## src/rtl/axi_rd_arbiter.sv

```systemverilog
// rtl/axi_rd_arbiter.sv - three-requester AXI read-channel arbiter with burst-length checking
// Optional round-robin arbitration when AXI_RD_RR_EN is defined; fixed priority 1>2>0 otherwise.
module axi_rd_arbiter #(
    parameter int ADDR_W = 32,
    parameter int DATA_W = 32,
    parameter int LEN_W  = 8
) (
    input  logic                clk,
    input  logic                resetn,
    input  logic [2:0]          req_arvalid,
    input  logic [3*ADDR_W-1:0] req_araddr,
    input  logic [3*LEN_W-1:0]  req_arlen,
    input  logic [8:0]          req_arsize,
    output logic [2:0]          req_arready,
    output logic [2:0]          req_rvalid,
    output logic [DATA_W-1:0]   req_rdata,
    output logic                req_rlast,
    input  logic [2:0]          req_rready,
    output logic                m_arvalid,
    output logic [3:0]          m_arid,
    output logic [ADDR_W-1:0]   m_araddr,
    output logic [LEN_W-1:0]    m_arlen,
    output logic [2:0]          m_arsize,
    input  logic                m_arready,
    input  logic                m_rvalid,
    input  logic [DATA_W-1:0]   m_rdata,
    input  logic                m_rlast,
    output logic                m_rready,
    output logic [1:0]          grant,
    output logic                busy,
    output logic                rd_err
);

    typedef enum logic [1:0] {S_IDLE, S_ADDR, S_DATA} state_t;

    state_t            state_q, state_d;
    logic [1:0]        grant_q;
    logic [1:0]        win;
    logic [ADDR_W-1:0] addr_q;
    logic [LEN_W-1:0]  len_q;
    logic [2:0]        size_q;
    logic [LEN_W:0]    count_q;
    logic              err_q;
    logic              ar_hs;
    logic              r_hs;
    logic              last_expected;

    function automatic logic [1:0] pick(input logic [2:0] v, input logic [1:0] a,
                                        input logic [1:0] b, input logic [1:0] c);
        if (v[a]) return a;
        if (v[b]) return b;
        return c;
    endfunction

`ifdef AXI_RD_RR_EN
    logic [1:0] last_grant_q;

    // Search starts just after the previous winner so every requester gets a turn.
    always_comb begin
        case (last_grant_q)
            2'd0:    win = pick(req_arvalid, 2'd1, 2'd2, 2'd0);
            2'd1:    win = pick(req_arvalid, 2'd2, 2'd0, 2'd1);
            default: win = pick(req_arvalid, 2'd0, 2'd1, 2'd2);
        endcase
    end

    always_ff @(posedge clk or negedge resetn) begin
        if (!resetn) begin
            last_grant_q <= 2'd2;
        end else if (ar_hs) begin
            last_grant_q <= grant_q;
        end
    end
`else
    always_comb begin
        win = pick(req_arvalid, 2'd1, 2'd2, 2'd0);
    end
`endif

    assign ar_hs         = (state_q == S_ADDR) && m_arready;
    assign r_hs          = (state_q == S_DATA) && m_rvalid && m_rready;
    assign last_expected = (count_q == {1'b0, len_q});

    always_ff @(posedge clk or negedge resetn) begin
        if (!resetn) begin
            state_q <= S_IDLE;
        end else begin
            state_q <= state_d;
        end
    end

    always_comb begin
        state_d = state_q;
        case (state_q)
            S_IDLE:  if (|req_arvalid) state_d = S_ADDR;
            S_ADDR:  if (m_arready) state_d = S_DATA;
            S_DATA:  if (r_hs && m_rlast) state_d = S_IDLE;
            default: state_d = S_IDLE;
        endcase
    end

    always_comb begin
        req_arready = 3'b000;
        req_rvalid  = 3'b000;
        req_rdata   = '0;
        req_rlast   = 1'b0;
        m_arvalid   = 1'b0;
        m_rready    = 1'b0;
        case (state_q)
            S_ADDR: begin
                m_arvalid            = 1'b1;
                req_arready[grant_q] = m_arready;
            end
            S_DATA: begin
                req_rvalid[grant_q] = m_rvalid;
                m_rready            = req_rready[grant_q];
                req_rdata           = m_rdata;
                req_rlast           = m_rlast;
            end
            default: ;
        endcase
    end

    always_ff @(posedge clk or negedge resetn) begin
        if (!resetn) begin
            grant_q <= 2'd0;
            addr_q  <= '0;
            len_q   <= '0;
            size_q  <= 3'd0;
        end else if (state_q == S_IDLE && |req_arvalid) begin
            grant_q <= win;
            addr_q  <= req_araddr[win*ADDR_W +: ADDR_W];
            len_q   <= req_arlen[win*LEN_W +: LEN_W];
            size_q  <= req_arsize[win*3 +: 3];
        end
    end

    // Beat index of the burst in flight; saturates rather than wrapping so an
    // overlong burst keeps reporting the missing rlast.
    always_ff @(posedge clk or negedge resetn) begin
        if (!resetn) begin
            count_q <= '0;
        end else if (ar_hs) begin
            count_q <= '0;
        end else if (r_hs && count_q != '1) begin
            count_q <= count_q + 1'b1;
        end
    end

    always_ff @(posedge clk or negedge resetn) begin
        if (!resetn) begin
            err_q <= 1'b0;
        end else if (r_hs && (m_rlast != last_expected)) begin
            err_q <= 1'b1;
        end
    end

    assign m_arid   = {2'b00, grant_q};
    assign m_araddr = addr_q;
    assign m_arlen  = len_q;
    assign m_arsize = size_q;
    assign grant    = grant_q;
    assign busy     = (state_q != S_IDLE);
    assign rd_err   = err_q;

endmodule

```

## config.mk

```make
export PLATFORM = sky130hd
export DESIGN_NAME = axi_rd_arbiter
export DESIGN_NICKNAME = d
export VERILOG_FILES = /design/src/rtl/axi_rd_arbiter.sv
export SDC_FILE = /design/constraint.sdc
export NUM_CORES = 1
export LEC_CHECK = 0
export ABC_AREA = 1
export CORE_MARGIN = 8
export CORE_UTILIZATION = 40
export CTS_BUF_LIST = sky130_fd_sc_hd__clkbuf_8
export DETAILED_ROUTE_END_ITERATION = 6
export GPL_TIMING_DRIVEN = 1
export PLACE_DENSITY_LB_ADDON = 0.08
export SLEW_MARGIN = 20
export SYNTH_ARGS = -nofsm -noshare
export SYNTH_HDL_FRONTEND = slang
export SYNTH_SLANG_ARGS = --single-unit
```

## constraint.sdc

```tcl
create_clock -name clk -period 3.23 [get_ports clk]
set_input_delay 0.4845 -clock clk [delete_from_list [all_inputs] [get_ports clk]]
set_output_delay 0.4845 -clock clk [all_outputs]
set_load 0.02 [all_outputs]
```

# ---- Word level (Yosys, flattened, before mapping)
# Cells that the tools add are included.
dict set report op_classes {
  n_lt_le_gt_ge 2
  reduce_logical 13
  mul 1
  n_addsub 1
  n_mux 23
  eq_ne 8
  n_bitwise 2
  n_shift 3
}
# op count
set op_table {}
lappend op_table {{$shiftx A96 B8 Y32} 1}
lappend op_table {{$mux W32} 1}
lappend op_table {{$shiftx A24 B6 Y8} 1}
lappend op_table {{$mux W9} 2}
lappend op_table {{$mux W2} 7}
lappend op_table {{$add A9 B1 Y9 const B} 1}
lappend op_table {{$eq A9 B8 Y1} 1}
lappend op_table {{$ne A9 B9 Y1 const B} 1}
lappend op_table {{$shiftx A9 B5 Y3} 1}
lappend op_table {{$logic_and A1 B1 Y1} 8}
lappend op_table {{$mux W1} 8}
lappend op_table {{$and A3 B3 Y3} 2}
lappend op_table {{$mux W3} 2}
lappend op_table {{$pmux W2 S3} 1}
lappend op_table {{$mul A2 B2 Y4 const B} 1}
lappend op_table {{$ne A2 B2 Y1 const B} 2}
lappend op_table {{$reduce_bool A2 Y1} 2}
lappend op_table {{$lt A2 B3 Y1 const B} 1}
lappend op_table {{$reduce_and A3 Y1} 1}
lappend op_table {{$reduce_or A3 Y1} 1}
lappend op_table {{$bmux W1 S2} 1}
lappend op_table {{$demux W1 S2} 1}
lappend op_table {{$eq A2 B1 Y1 const B} 1}
lappend op_table {{$eq A2 B2 Y1 const B} 1}
lappend op_table {{other kinds (4)} 4}
dict set report word_totals {
  ff_bits 57
  out_inout_bits 92
  elab_cells 60
  inputBits 172
}

# ---- Logic depth before layout (Yosys ltp)
dict set report logic_depth {
  word_depth 7
  depth_mapped 12
  mapped_depth_nobuf 12
}

# ---- Worst setup path after synthesis
# No wires, ideal clock.
dict set report synth_path {
  path_type {reg2out}
  start {register state_q[1]}
  end {output port req_arready[0]}
  t_arrival_ns 1.302
  t_required_ns 2.745
  n_path_buf 0
  stages_incl_launch_ff 4
  path_slack_ns 1.444
  path_cell_list {dfrtp_1 nor2_1 nand2_1 nor2_1}
}
dict set report synth_between {
  elab_chain_len 2
}
# item line
set synth_rtl {}
lappend synth_rtl {{from (decl)} 36} ;# state_t state_q, state_d;
lappend synth_rtl {{from (signal assigned)} 88} ;# state_q <= state_d;
lappend synth_rtl {{$eq A2 B1 Y1} 109} ;# case (state_q)
lappend synth_rtl {{$mux W3} 109}
lappend synth_rtl {{to (decl)} 14} ;# output logic [2:0] req_arready,
# No other way between the ends.

# ---- Worst setup path after layout
dict set report layout_path {
  start {register state_q[0]}
  end {output port req_rvalid[2]}
}
dict set report layout_between {
  elab_chain_len 2
}
# item line
set layout_rtl {}
lappend layout_rtl {{$eq A2 B2 Y1} 109}
lappend layout_rtl {{$mux W3} 109}
lappend layout_rtl {{to (decl)} 15} ;# output logic [2:0] req_rvalid,
# No other way between the ends.

==> metrics.md <==
| Metric | Value |
|---|---|
| Pwr/cell area | ~720 nW/um^2 |
| Status | complete, no violations |
| Yosys warnings | 0 |
| Placeable Area | about 9600 sq um |
| HPWL Detailed | 12.58 mm |
| Vias in the first global route | between 4k and 5k |
| Max cap viols | 0 |
| Drt total wl | about 16 mm |
| Post-synth top cells | nand2_1 (153), nor2_1 (90), inv_1 (67), dfrtp_1 (57), nand3_1 (55) |
| Netlist area before placement | just under 4000 sq um |
| Sw Share | 0.4327 |
| Hold_ws | 0.2725 ns |
| Most common cell in the netlist | nand2_1 |
| Clk pin slew, worst setup/hold paths | about 0.07 ns |
| Share of cells above drive strength 1 | 0.07044 |
| Final Hold Viols | 0 |
| Initial Util | 0.4044 |
| Setup TNS | 0 ns |
| Slew Limit Headroom | 0.4051 |
| Routability cong. | 0.8628 |
| CTS tree | yes |
| Post-CTS resize count | 0 |
| Int Power | 2753 uW |
| First-pass GRT wire length | 24.94 mm |
| # fillers | 833 |
| Antenna-violating nets left | 0 |
| Max VDD drop | 443.2 uV |
| Max Slew Vio Count | 0 |
| Period minus WS final | 2.822 ns |
| Die area | between 10000 and 15000 sq um |
| Critical path buffers and inverters | 3 |
| Number of buffers created by CTS | 9 |
| Ant. Diodes | 0 |
| Crit-path leading delay family | buffers and inverters |
| Largest net degree at the start of global routing | 65 |
| GRT Util Overall | 0.2425 |
| Worst r2r src | count_q[1] |
| Crit-path cells | inv_1 > nand2_2 > nor2_1 > inv_1 > nor2_1 > clkdlybuf4s50_1 |
| Area after DPL | 6511 sq um |
| GRT Residual Overflow | 0 |
| Via-per-instance ratio | 4.955 |
| Top FF cell, synth | dfrtp_1 |
| Critical Path Source Type | flip-flop |
| Cell variety after synth | 28 |
| Tot Pwr | just under 5000 uW |
| Crit-path max FO | 35 |
| Die Ht | 114.5 microns |
| Unrepaired setup endpoints after global routing | false |
| Peak Freq | 354.3 MHz |
| Clock power share | 0.149 |
| CP Depth | 6 |
| NumNets Final | between 900 and 1k |
| Slowest CP cell | clkdlybuf4s50_1 |
| DRT iter0 DRCs | 212 |
| Setup bufs post-CTS | 0 |
| CP arrival | ~2.3 ns |
| Die width | ~110 microns |
| Worst Max-Slew Pin Slew | 0.8924 ns |
| Worst min path class | input port to asynchronous set/reset pin |
| CP peak stage delay | 0.62 ns |
| Detail-routed net length per standard cell | 17.25 microns |
| Number of I/O port buffers | roughly 260 |
| Ranking of synthesized cells by area | dfrtp_1 (37%), nand2_1 (15%), a41oi_2 (11%), nor2_1 (8.7%), nand3_1 (7.1%) |
| Top cell type's share of synthesized area | 0.3676 |
| H-tree depth | 3 |
| Syn_area_per_cell | 7.119 sq um |
| Reg2Reg Depth | 12 |
| Crit. End Element | primary output |
| Via Count | 4598 |
| Capturing point of the worst reg2reg path | count_q[0] |
| Setup-failing EPs final | 0 |
| Clock Sinks | between 50 and 60 |
| Number of synthesized flops with an enable pin | 0 |
| First-pass DRT Iterations | 5 |
| Post-synth top area cell | dfrtp_1 |
| # DRC | 0 |
| Post-Syn Instances | 545 |
| Layout area overhead | 73.33% |
| Setup slack, reg-to-reg | about 1.0 ns |
| Root Driver | clkbuf_8 |
| Antenna violations before repair | 0 |
| Psw | 2099 uW |
| FP Rows | 36 |
| Total I/O pin count | 264 |
| Sequential share of the synthesized area | 0.3676 |
| Yosys reg bits | between 50 and 60 |
| Clk Latency, worst-skew pair | approximately 0.34 ns |
| Leakage | approximately 0.0029 uW |
| Crit path capture | req_rvalid[2] |
| Kind of critical path | flip-flop to primary output |
| Clk_skew | 0.01665 ns |
| Core Util, Final | 0.7010 |
| Comb pwr share | 0.587 |
| Reg power frac | 0.264 |
| Design area | about 6700 sq um |
| Worst EP required | 2.75 ns |
| Crit path from | state_q[0] |
| Clk buf depth | 2 |
| CTS Hold Bufs | 0 |
| Final period util | 0.8738 |
| FFs w/ async S/R, synth | 1.000 |
-- metal layers --
metal | wire, microns | global-route usage | vias to the layer above
met3 | 1470 | 0.1002 | 30
met5 | 0 | 0 | -
met1 | 5972 | 0.2563 | 2144
met2 | 8180 | 0.4218 | 186
met4 | 387 | 0.08962 | 0
li1 | - | - | 2238
-- logic make-up (layout without fill, tap and decap cells) --
logic type,after synthesis,count (layout),share of synthesized area
xor+xnor,4,4,0.009031
compound gates,69,69,0.1732
fa+ha+maj,2,2,0.006449
flops,57,57,0.3676
buf+inv,104,353,0.1209
simple gates,308,308,0.3218
other cells,1,2,0.0009665
-- layout by cell type (no fill, tap or decap), drive strengths merged --
cell type and n:
nor2 92, clkdlybuf4s50 259, xnor2 2, ha 2, bufinv 1, dfrtp 57, a31oi 13, or2 1
conb 2, o21ai 24, buf 11, xor2 2, a21oi 1, nand4 3, clkbuf 13, inv 67
nand3b 1, nand2 154, nor3 2, o31ai 1, nand3 55, clkinv 2, a41oi 30
-- power groups by stage --
| stage | sequential (uW) | clock, uW | combinational [uW] |
|---|---|---|---|
| 2_1_floorplan | 1590 | 0 | 1300 |
| 3_3_place_gp | 1270 | 0 | 2810 |
| 3_5_place_dp | 1280 | 0 | 2860 |
| 4_1_cts | 1280 | 738 | 2880 |
| 5_1_grt | 1330 | 770 | 3070 |
| 6_report | 1280 | 721 | 2850 |
-- cell type report --
type                            count  area [sq um]  area share
Clock inverter                      2         35.03    0.005209
Sequential cell                    57          1426      0.2121
Inverter                           68         255.2     0.03795
Tap cell                          133         166.4     0.02474
Clock buffer                       13         178.9     0.02660
Timing Repair Buffer              270          2670      0.3970
Multi-Input combinational cell    385          1993      0.2964
-- how the worst min path moves through the flow --
| stage | startpoint | endpoint | cells after the start |
|---|---|---|---|
| floorplan | resetn | count_q[0] | 0 |
| global placement | m_araddr[19] | m_araddr[19] | 2 |
| detailed placement | rd_err | rd_err | 2 |
| CTS | resetn | m_araddr[29] | 1 |
| global route | resetn | m_araddr[29] | 1 |
| finish | resetn | m_araddr[29] | 1 |
-- state kept, by name, indices dropped and copies added, names as in the netlist --
| signal | count |
|---|---|
| rd_err | 1 |
| state_q | 2 |
| grant | 2 |
| m_araddr | 32 |
| m_arsize | 3 |
| count_q | 9 |
| m_arlen | 8 |
-- stage by stage --
| stage | instances | worst slack, ns |
|---|---|---|
| floorplan | 546 | 1.444 |
| global placement | 913 | 0.8022 |
| detailed placement | 913 | 0.7750 |
| CTS | 928 | 0.4121 |
| global route | 928 | 0.2350 |
| finish | 928 | 0.4078 |
(Power assumes the default switching activity.)
